<file path="src/rtl/mult_seq_pkg.sv">
// mult_seq_pkg: shared definitions for the shift-add multiplier sequencer.
//   state_t    - sequencer FSM states
//   DEF_WIDTH  - default operand width
//   cnt_width  - width of an iteration counter able to hold 0..w
package mult_seq_pkg;

   localparam int DEF_WIDTH = 4;

   typedef enum logic [2:0] {
      IDLE,
      LOAD,
      RUN,
      CAPTURE,
      HOLD
   } state_t;

   function automatic int cnt_width(input int w);
      return $clog2(w + 1);
   endfunction

endpackage

</file>
<file path="src/rtl/iter_counter.sv">
// iter_counter: iteration counter for the multiplier sequencer.
//   clock  - rising-edge clock
//   reset  - synchronous, active-high
//   clear  - force count to 0 (has priority over enable)
//   enable - increment count
//   last   - count has reached WIDTH-1 (final iteration)
module iter_counter
   import mult_seq_pkg::*;
#(
   parameter int WIDTH = DEF_WIDTH
) (
   input  logic clock,
   input  logic reset,
   input  logic clear,
   input  logic enable,
   output logic last
);

   localparam int CW = cnt_width(WIDTH);

   logic [CW-1:0] count;

   always_ff @(posedge clock) begin
      if (reset || clear) count <= '0;
      else if (enable)    count <= count + 1'b1;
   end

   assign last = (count == CW'(WIDTH - 1));

endmodule

</file>
<file path="src/rtl/mult_sequencer.sv">
// mult_sequencer: control/handshake stage in front of a shift-add multiplier
// datapath. Accepts an operand pair, issues one init pulse and WIDTH shift
// pulses, captures {HI,LO} and holds the product until consumed.
//   clock, reset                  - clock, synchronous active-high reset
//   in_valid/in_ready             - operand handshake
//   in_multiplicand/in_multiplier - operands A, B
//   dp_init, dp_shift             - datapath load / iterate strobes
//   dp_multiplicand/dp_multiplier - registered operands to datapath
//   dp_hi, dp_lo                  - datapath result registers
//   out_valid/out_ready           - product handshake
//   out_product                   - captured {HI,LO}
//   busy                          - any state other than IDLE
module mult_sequencer
   import mult_seq_pkg::*;
#(
   parameter int WIDTH = DEF_WIDTH
) (
   input  logic               clock,
   input  logic               reset,
   input  logic               in_valid,
   output logic               in_ready,
   input  logic [WIDTH-1:0]   in_multiplicand,
   input  logic [WIDTH-1:0]   in_multiplier,
   output logic               dp_init,
   output logic               dp_shift,
   output logic [WIDTH-1:0]   dp_multiplicand,
   output logic [WIDTH-1:0]   dp_multiplier,
   input  logic [WIDTH-1:0]   dp_hi,
   input  logic [WIDTH-1:0]   dp_lo,
   output logic               out_valid,
   input  logic               out_ready,
   output logic [2*WIDTH-1:0] out_product,
   output logic               busy
);

   state_t state;
   logic   cnt_last;
   logic   accept;

   iter_counter #(.WIDTH(WIDTH)) u_cnt (
      .clock  (clock),
      .reset  (reset),
      .clear  (state == LOAD),
      .enable (state == RUN),
      .last   (cnt_last)
   );

   // In HOLD a new pair can be taken in the same cycle the product is
   // consumed, giving back-to-back operation without an IDLE bubble.
   assign in_ready  = (state == IDLE) || ((state == HOLD) && out_ready);
   assign accept    = in_valid && in_ready;

   assign dp_init   = (state == LOAD);
   assign dp_shift  = (state == RUN);
   assign out_valid = (state == HOLD);
   assign busy      = (state != IDLE);

   always_ff @(posedge clock) begin
      if (reset) begin
         state           <= IDLE;
         dp_multiplicand <= '0;
         dp_multiplier   <= '0;
         out_product     <= '0;
      end else begin
         if (accept) begin
            dp_multiplicand <= in_multiplicand;
            dp_multiplier   <= in_multiplier;
         end
         case (state)
            IDLE:    if (in_valid) state <= LOAD;
            LOAD:    state <= RUN;
            RUN:     if (cnt_last) state <= CAPTURE;
            CAPTURE: begin
               // datapath registers hold the final result one cycle after
               // the last shift pulse
               out_product <= {dp_hi, dp_lo};
               state       <= HOLD;
            end
            HOLD:    if (out_ready) state <= in_valid ? LOAD : IDLE;
            default: state <= IDLE;
         endcase
      end
   end

endmodule

</file>
<file path="config.mk">
export PLATFORM = sky130hd
export DESIGN_NAME = mult_sequencer
export DESIGN_NICKNAME = d
export VERILOG_FILES = /design/src/rtl/mult_seq_pkg.sv /design/src/rtl/iter_counter.sv /design/src/rtl/mult_sequencer.sv
export SDC_FILE = /design/constraint.sdc
export NUM_CORES = 1
export LEC_CHECK = 0
export CAP_MARGIN = 20
export CORE_MARGIN = 3
export CORE_UTILIZATION = 41
export DETAILED_ROUTE_END_ITERATION = 8
export MAX_ROUTING_LAYER = met4
export PLACE_DENSITY = 0.84
export SYNTH_ARGS = -nofsm -noshare
export SYNTH_HDL_FRONTEND = slang
export SYNTH_SLANG_ARGS = --single-unit
</file>
<file path="constraint.sdc">
create_clock -name clock -period 1.8 [get_ports clock]
set_input_delay 0.36 -clock clock [delete_from_list [all_inputs] [get_ports clock]]
set_output_delay 0.36 -clock clock [all_outputs]
set_load 0.01 [all_outputs]
</file>
== After elaboration in Yosys (flattened, before gate mapping) ==
Cells that the tools add are included.
Operators by class
  add/sub/neg operators: 1
  eq/ne operators: 8
  muxes and demuxes: 5
  reductions and logical operators: 7
Operators by type and width (number)
  3-bit one-hot mux with 5 select lines: 1
  3-bit by 2-bit == test with 1-bit output, second input constant: 3
  3-bit 2-to-1 mux: 3
  2-bit by 1-bit inequality test with 1-bit output, second input constant: 2
  3-bit by 1-bit adder with 3-bit output, second input constant: 1
  3-bit by 1-bit == test with 1-bit output, second input constant: 1
  3-bit == test, second input constant: 1
  3-bit zero test: 1
  3-bit AND reduction: 1
  3-bit nonzero test: 1
  1-bit logical AND: 2
  1-bit logical OR: 2
  2-bit inequality test, second input constant: 1
  1-bit 2-to-1 mux: 1
Word-level totals
  register bits: 22
  input port bits: 20
  output and inout bits: 21
  logic and storage cells: 26

== Longest topological paths before layout ==
Gate-level depths: netlist (run 1).
  word-level depth: 4
  depth in mapped cells: 5
  gate-level depth less buffers: 5

== Modules after synthesis ==
From an unflattened synthesis (run 1), not the netlist that was laid out.
Unflattened totals
  cells, all modules: 93
  area, all modules: 967.2 um2
Modules (own cells, without submodules)
  mult_sequencer: times used 1, cells an instance 81, area an instance 820.8 um2, seq. area each 380.4 um2
  iter_counter: times used 1, cells an instance 12, area an instance 146.4 um2, seq. area each 60.1 um2

== Least setup slack after synthesis (run 1) ==
Ideal clock, no wire load.
  path type: input-to-reg
  start point: input out_ready
  end point: register dp_multiplicand[0]
  library setup time: 72 ps
  data arrival time: 1274 ps
  required time: 1728 ps
  path slack: 454 ps
  cell stages on the path: 3
  path buffers: 0
  path through: inv_2 -> a2111oi_4 -> mux2i_1
On the way
  longest elaborated chain between the ends: 3
RTL lines
  start: declaration: RTL line mult_sequencer.sv:31  | input logic out_ready,
  1-bit logical AND: RTL line mult_sequencer.sv:50  | assign in_ready = (state == IDLE) || ((state == HOLD) && out_ready);
  1-bit logical OR: RTL line mult_sequencer.sv:50
  1-bit logical AND: RTL line mult_sequencer.sv:51  | assign accept = in_valid && in_ready;
  end signal: assignment: RTL line mult_sequencer.sv:66  | dp_multiplicand <= in_multiplicand;
  end: declaration: RTL line mult_sequencer.sv:26  | output logic [WIDTH-1:0] dp_multiplicand,
Every way passes these cells.
A chain may end at the register's enable or synchronous reset.

== Worst setup path after layout (run 1) ==
  start point: register state[2]
  end point: output dp_shift
On the way
  longest elaborated chain between the ends: 1
RTL lines
  start: declaration: RTL line mult_sequencer.sv:36  | state_t state;
  start signal: assignment: RTL line mult_sequencer.sv:79  | HOLD: if (out_ready) state <= in_valid ? LOAD : IDLE;
  3-bit by 2-bit == test with 1-bit output: RTL line mult_sequencer.sv:54  | assign dp_shift = (state == RUN);
  end: declaration: RTL line mult_sequencer.sv:25  | output logic dp_shift,
Every way passes these cells.

==> flow_metrics.py, run 1 <==
metrics = {
    "logic_synthesis": {
        "synth_compound_area_share_pct": 6.04,
        "synthXorXnorAreaFrac_pct": 0.900,
        "synth-seq-area-share_pct": 45.2,
        "synth_cells": 95,
        "ys_ff_latch": 22,
        "synthesis.area_um2": 973,
        "synthSimpleGateAreaFrac_pct": 21.1,
        "yosysWarningCount": 0,
        "ys_types": 22,
        "synthMuxAreaShare_pct": 18.5,
        "synth_top_family_by_area": "simple AND/OR/NAND/NOR gates",
        "syn_nets": 117,
        "synth_area_per_cell_um2": 10.2,
        "synth_adder_area_share_pct": 2.57,
    },
    "sta": {
        "slew-limit-headroom_pct": 63.4,
        "skew_ps": 5.04,
        "fin_crit_ps": 1710,
        "worst_pin_slew_ps": 548,
        "max_freq_ghz": 0.584,
        "finalSetupViolations": 0,
        "fin_tns_setup_ps": 0,
        "finalMaxSlewViolations": 0,
        "fin_crit_sh_pct": 95.1,
        "finalHoldViolCount": 0,
        "timing.final.ws_setup_ps": 88.8,
    },
    "critical_path": {
        "slowest_delay_ps": 390,
        "cp_top_family": "buffers and inverters",
        "cp-start-kind": "register",
        "slowest_stage": "dfxtp_1",
        "path_max_fanout": 6,
        "crit_end": "dp_shift",
        "path_depth": 3,
        "cp.required_ps": 1440,
        "r2r_slack_ps": 430,
        "cp_cell_sequence": "buf_4, nor3b_2, dlygate4sd2_1",
        "timing_worst_setup_path_type": "register to output pin",
        "r2r-start": "state[1]$_SDFFE_PP0P_",
        "arrival_ps": 1350,
        "regToRegEndpoint": "out_product[7]$_SDFFE_PP0N_",
        "critPathCaptureType": "output pin",
        "crit_start": "state[2]$_SDFFE_PP0P_",
        "cp_num_buf_inv": 2,
        "reg2regPathDepth": 3,
    },
    "clock_network": {
        "cts_root_buf": "clkbuf_4",
        "post_cts_buffers": 0,
        "clk_path_buf_depth": 2,
        "cts_tree": "built",
        "clkTransAtPathRegs_ps": 120,
        "hold_buffers": 0,
        "cts_buffers": 3,
        "cts_max_level": 1,
        "cts_sinks": 22,
        "clk_latency_ps": 300,
    },
    "place": {
        "pre_cts_ws_ps": -282,
        "portBuffers": 40,
        "gp_congestion": 0.706,
        "dp_hpwl_mm": 1.68,
    },
    "cells_and_area": {
        "final_util_pct": 65.7,
        "fillerInstances": 178,
        "diodes": 0,
        "drive_gt1_share_pct": 14.5,
        "layout_common_cells": "clkdlybuf4s50_1, dfxtp_1, mux2i_1",
        "areaGrowthSynthToFinish_pct": 50.6,
        "final_common_cell": "clkdlybuf4s50_1",
        "nets": 162,
    },
    "global_routing": {
        "grt_pass1_vias": 886,
        "track_usage_pct": 17.3,
        "grt_max_degree": 28,
        "overflow": 0,
        "grt_pass1_wl_mm": 3.60,
        "antenna_found_initial": 0,
    },
    "routing": {
        "wl_per_cell_um": 13.0,
        "dr.first_iter.drc_count": 14,
        "drtAntennaViolNets": 0,
        "vias_per_cell": 4.80,
        "drc_errors": 0,
        "drt_pass1_iterations": 4,
        "num_vias": 796,
        "routed_wl_mm": 2.17,
    },
    "min_path": {
        "hold_path_class": "register to register",
    },
    "run_status": {
        "status": "finished clean",
    },
    "power_and_ir_drop": {
        "leakagePower_nw": 0.644,
        "powerDensity_nw_per_um2": 683,
        "ir_worst_vdd_v": 0.000512,
        "power_w": 0.00100,
    },
    "die": {
        "die-area_um2": 2990,
        "die_w_um": 54.7,
        "coreArea_um2": 2230,
        "rows": 17,
        "dieHeight_um": 54.7,
        "ios": 41,
        "initial_core_util_pct": 43.6,
    },
    "run": {
        "cap_violations": 0,
    },
}
## worst min path at each step
| stage | to | start | cells past startpoint | slack [ps] |
|---|---|---|---|---|
| 2_1_floorplan | u_cnt.count[1]$_SDFFE_PP0P_ | u_cnt.count[1]$_SDFFE_PP0P_ | 2 | 460 |
| 3_3_place_gp | dp_multiplicand[1]$_SDFFE_PP0P_ | dp_multiplicand[1]$_SDFFE_PP0P_ | 2 | 460 |
| 3_5_place_dp | dp_multiplier[0]$_SDFFE_PP0P_ | dp_multiplier[0]$_SDFFE_PP0P_ | 2 | 470 |
| 4_1_cts | dp_multiplicand[1]$_SDFFE_PP0P_ | dp_multiplicand[1]$_SDFFE_PP0P_ | 2 | 490 |
| 5_1_grt | dp_multiplier[0]$_SDFFE_PP0P_ | dp_multiplier[0]$_SDFFE_PP0P_ | 2 | 510 |
| 6_report | dp_multiplicand[1]$_SDFFE_PP0P_ | dp_multiplicand[1]$_SDFFE_PP0P_ | 2 | 480 |
## worst reg2reg max path, delay by kind of cell (launching register included)
kind / cells / cell delay [ps]
simple gates: 2 / 490
mux: 1 / 310
flops: 1 / 480
## cell usage after synthesis
| cell type | instances | area share, % |
|---|---|---|
| clkbuf_1 | 3 | 1.2 |
| inv_1 | 2 | 0.77 |
| or2_2 | 1 | 0.64 |
| nor3b_2 | 1 | 1.3 |
| o32a_2 | 1 | 1.2 |
| a211oi_1 | 2 | 1.5 |
| buf_2 | 2 | 1.0 |
| ha_1 | 2 | 2.6 |
| dfxtp_1 | 22 | 45 |
| nor2_1 | 13 | 5.0 |
| buf_6 | 2 | 2.3 |
| nand3b_1 | 1 | 0.77 |
| nand2_1 | 1 | 0.39 |
| nor3b_1 | 2 | 1.5 |
| xnor2_1 | 1 | 0.90 |
| nand2b_1 | 16 | 10 |
| or3_1 | 1 | 0.64 |
| mux2i_1 | 18 | 19 |
| nor3_1 | 1 | 0.51 |
| inv_2 | 1 | 0.39 |
| a2111oi_4 | 1 | 2.8 |
| a21oi_1 | 1 | 0.51 |
## routing by layer
layer | GRT usage (%) | wire (um) | vias to the layer above
li1 | - | - | 400
met1 | 17.9 | 839 | 373
met2 | 31.7 | 1220 | 23
met3 | 3.27 | 106 | 0
met4 | 7.05 | 0 | 0
met5 | - | 0 | -
## metrics by stage
stage / hold WS [ps] / instance area [um2] / cells
floorplan: 465 / 973 / 95
global placement: 460 / 1430 / 163
detailed placement: 468 / 1430 / 163
CTS: 489 / 1450 / 166
global route: 506 / 1470 / 166
finish: 482 / 1470 / 166
## logic make-up after synthesis
| kind of cell | Yosys count |
|---|---|
| flip-flops | 22 |
| AO/OA/AOI/OAI | 5 |
| XOR/XNOR | 1 |
| AND/OR/NAND/NOR | 37 |
| adder cells (fa/ha/maj) | 2 |
| buffers and inverters | 10 |
| multiplexers | 18 |
## power breakdown
group,switching (W),leakage (nW),total (W),internal [W]
clock network,0.000139,0.0138,0.000216,0.0000780
logic,0.0000946,0.450,0.000247,0.000152
registers,0.0000228,0.180,0.000538,0.000516
## flip-flops by register name, summed over array words and instances, names as in the netlist
register,count
dp_multiplier,4
state,3
out_product,8
u_cnt.count,3
dp_multiplicand,4
## cell type report
cell class              instances  area (um2)  area share [%]
clock buffers                   3        22.5            1.54
inverters                       3        11.3           0.768
multi-input cells              63         494            33.7
flip-flops and latches         22         443            30.2
well taps                      28        35.0            2.39
repair buffers                 47         460            31.4
## repair_timing
item,in CTS,in global routing
setup endpoints to repair,5,4
resized for setup,6,8
pin swaps,0,1
Note: power is estimated with default switching activity, not from simulation.
==> inputs of run 2 (changes only) <==
--- a/config.mk
+++ b/config.mk
@@ -6,11 +6,12 @@
 export NUM_CORES = 1
 export LEC_CHECK = 0
 export CAP_MARGIN = 20
+export CORE_ASPECT_RATIO = 1.25
 export CORE_MARGIN = 3
-export CORE_UTILIZATION = 41
+export CORE_UTILIZATION = 44
 export DETAILED_ROUTE_END_ITERATION = 8
 export MAX_ROUTING_LAYER = met4
-export PLACE_DENSITY = 0.84
+export PLACE_DENSITY = 0.88
 export SYNTH_ARGS = -nofsm -noshare
 export SYNTH_HDL_FRONTEND = slang
 export SYNTH_SLANG_ARGS = --single-unit
==> constraint.sdc (replaced) <==
create_clock -name clock -period 2 [get_ports clock]
set_input_delay 0.4 -clock clock [delete_from_list [all_inputs] [get_ports clock]]
set_output_delay 0.4 -clock clock [all_outputs]
set_load 0.01 [all_outputs]
==> flow_metrics.py, run 2 (synthesis gave the netlist of run 1 again) <==
metrics = {
    "run_status": {
        "status": "finished clean",
    },
    "critical_path": {
        "arrival_ps": 1520,
        "crit_start": "state[2]$_SDFFE_PP0P_",
        "crit_end": "dp_init",
        "regToRegEndpoint": "out_product[2]$_SDFFE_PP0N_",
        "cp_cell_sequence": "nor3b_2, clkdlybuf4s50_1",
        "timing_worst_setup_path_type": "register to output pin",
        "r2r-start": "state[0]$_SDFFE_PP0P_",
        "critPathCaptureType": "output pin",
        "cp_num_buf_inv": 1,
        "path_depth": 2,
        "cp-start-kind": "register",
        "cp.required_ps": 1600,
        "cp_top_family": "buffers and inverters",
        "slowest_delay_ps": 580,
        "path_max_fanout": 8,
        "r2r_slack_ps": 640,
        "slowest_stage": "clkdlybuf4s50_1",
        "reg2regPathDepth": 4,
    },
    "die": {
        "coreArea_um2": 2030,
        "initial_core_util_pct": 48.0,
        "rows": 18,
        "die_w_um": 48.1,
        "ios": 41,
        "dieHeight_um": 58.6,
        "die-area_um2": 2820,
    },
    "clock_network": {
        "cts_sinks": 22,
        "cts_buffers": 3,
        "clk_path_buf_depth": 2,
        "clkTransAtPathRegs_ps": 120,
        "clk_latency_ps": 310,
        "cts_max_level": 1,
        "cts_tree": "built",
        "cts_root_buf": "clkbuf_4",
    },
    "cells_and_area": {
        "drive_gt1_share_pct": 13.0,
        "nets": 161,
        "fillerInstances": 150,
        "ff_latch_area_um2": 445,
        "final_common_cell": "clkdlybuf4s50_1",
        "diodes": 0,
        "final_util_pct": 72.7,
        "top_regs": "out_product (8), dp_multiplicand (4), dp_multiplier (4)",
        "areaGrowthSynthToFinish_pct": 51.4,
        "largest_reg_flops": 8,
        "largest-register": "out_product",
        "layout_common_cells": "clkdlybuf4s50_1, dfxtp_1, mux2i_1",
        "multi_input_area_um2": 483,
    },
    "routing": {
        "wl_per_cell_um": 13.7,
        "wl_met2_mm": 1.19,
        "wl_met3_um": 66,
        "drtAntennaViolNets": 0,
        "drc_errors": 0,
        "num_vias": 792,
        "routed_wl_mm": 2.17,
        "drt_pass1_iterations": 4,
        "met1Wirelength_um": 860,
        "dr.first_iter.drc_count": 6,
        "vias_per_cell": 5.01,
        "highest_layer": "met4",
    },
    "power_and_ir_drop": {
        "pwr-share-comb_pct": 20.9,
        "power_switching_w": 0.000242,
        "ir_worst_vdd_v": 0.000510,
        "p_sw_share_pct": 23.2,
        "intPower_w": 0.000801,
        "leakagePower_nw": 0.650,
        "p_clk_share_pct": 32.8,
        "pwr-share-seq_pct": 46.3,
        "powerDensity_nw_per_um2": 708,
    },
    "min_path": {
        "hold_path_class": "register to register",
    },
    "sta": {
        "finalMaxSlewViolations": 0,
        "slew-limit-headroom_pct": 65.0,
        "skew_ps": 3.84,
        "max_freq_ghz": 0.522,
        "fin_crit_sh_pct": 95.8,
        "worst_pin_slew_ps": 524,
        "hold_slack_ps": 483,
        "rsz0062_at_grt": "no",
        "finalHoldViolCount": 0,
        "timing.final.ws_setup_ps": 84.7,
        "finalSetupViolations": 0,
        "fin_crit_ps": 1920,
    },
    "place": {
        "gp_congestion": 0.724,
        "portBuffers": 40,
        "dp_hpwl_mm": 1.68,
        "pre_cts_ws_ps": -104,
    },
    "global_routing": {
        "grt_pass1_vias": 833,
        "antenna_found_initial": 0,
        "grt_pass1_wl_mm": 3.59,
        "overflow": 0,
        "track_usage_pct": 18.6,
        "grt_max_degree": 19,
    },
    "run": {
        "cap_violations": 0,
    },
}
==> run 2: timing repair <==
| action | CTS | global route |
|---|---|---|
| resized for setup | 6 | 2 |
| hold buffers | 0 | 0 |
| pin swaps | 0 | 0 |
| setup endpoints to repair | 5 | 1 |
| setup buffers | 0 | 0 |
==> run 2: worst min path at each step <==
stage / startpoint / cells past startpoint / end
6_report: dp_multiplicand[1]$_SDFFE_PP0P_ / 2 / dp_multiplicand[1]$_SDFFE_PP0P_
5_1_grt: dp_multiplicand[3]$_SDFFE_PP0P_ / 2 / dp_multiplicand[3]$_SDFFE_PP0P_
4_1_cts: dp_multiplicand[2]$_SDFFE_PP0P_ / 2 / dp_multiplicand[2]$_SDFFE_PP0P_
3_5_place_dp: dp_multiplicand[2]$_SDFFE_PP0P_ / 2 / dp_multiplicand[2]$_SDFFE_PP0P_
3_3_place_gp: dp_multiplicand[1]$_SDFFE_PP0P_ / 2 / dp_multiplicand[1]$_SDFFE_PP0P_
2_1_floorplan: u_cnt.count[1]$_SDFFE_PP0P_ / 2 / u_cnt.count[1]$_SDFFE_PP0P_
==> run 2: metal layers <==
layer	global-route usage, %	vias up
met5	-	-
met4	9.23	0
met3	3.67	5
met2	32.1	20
met1	18.9	364
li1	-	403
==> run 2: layout make-up <==
cell class | instances | share of cell area [%]
multi-input combinational | 63 | 32.8
sequential | 22 | 30.2
timing repair buffer | 46 | 31.0
clock inverter | 1 | 2.04
inverter | 3 | 0.764
tap | 20 | 1.70
clock buffer | 3 | 1.53
==> run 2: stage by stage <==
step                      TNS [ps]  area [um2]  instances  power, W
after floorplan                  0         973         95  0.000596
after CTS                        0        1470        158   0.00105
after global routing             0        1470        158   0.00109
after global placement       -83.4        1410        154  0.000708
after detailed placement      -104        1410        154  0.000717
final                            0        1470        158   0.00104
==> run 2: worst reg2reg max path, stage by stage, from the launching register on <==
cell and delay, ps:
dfxtp_1 340, buf_4 160, nand3b_1 380, mux2i_1 320, nor2_1 60
==> run 2: power groups by stage <==
stage,Combinational [W],Clock [W],Sequential (W)
floorplan,0.000104,0,0.000492
global placement,0.000219,0,0.000490
detailed placement,0.000224,0,0.000492
CTS,0.000221,0.000349,0.000484
global route,0.000237,0.000365,0.000486
finish,0.000218,0.000342,0.000483
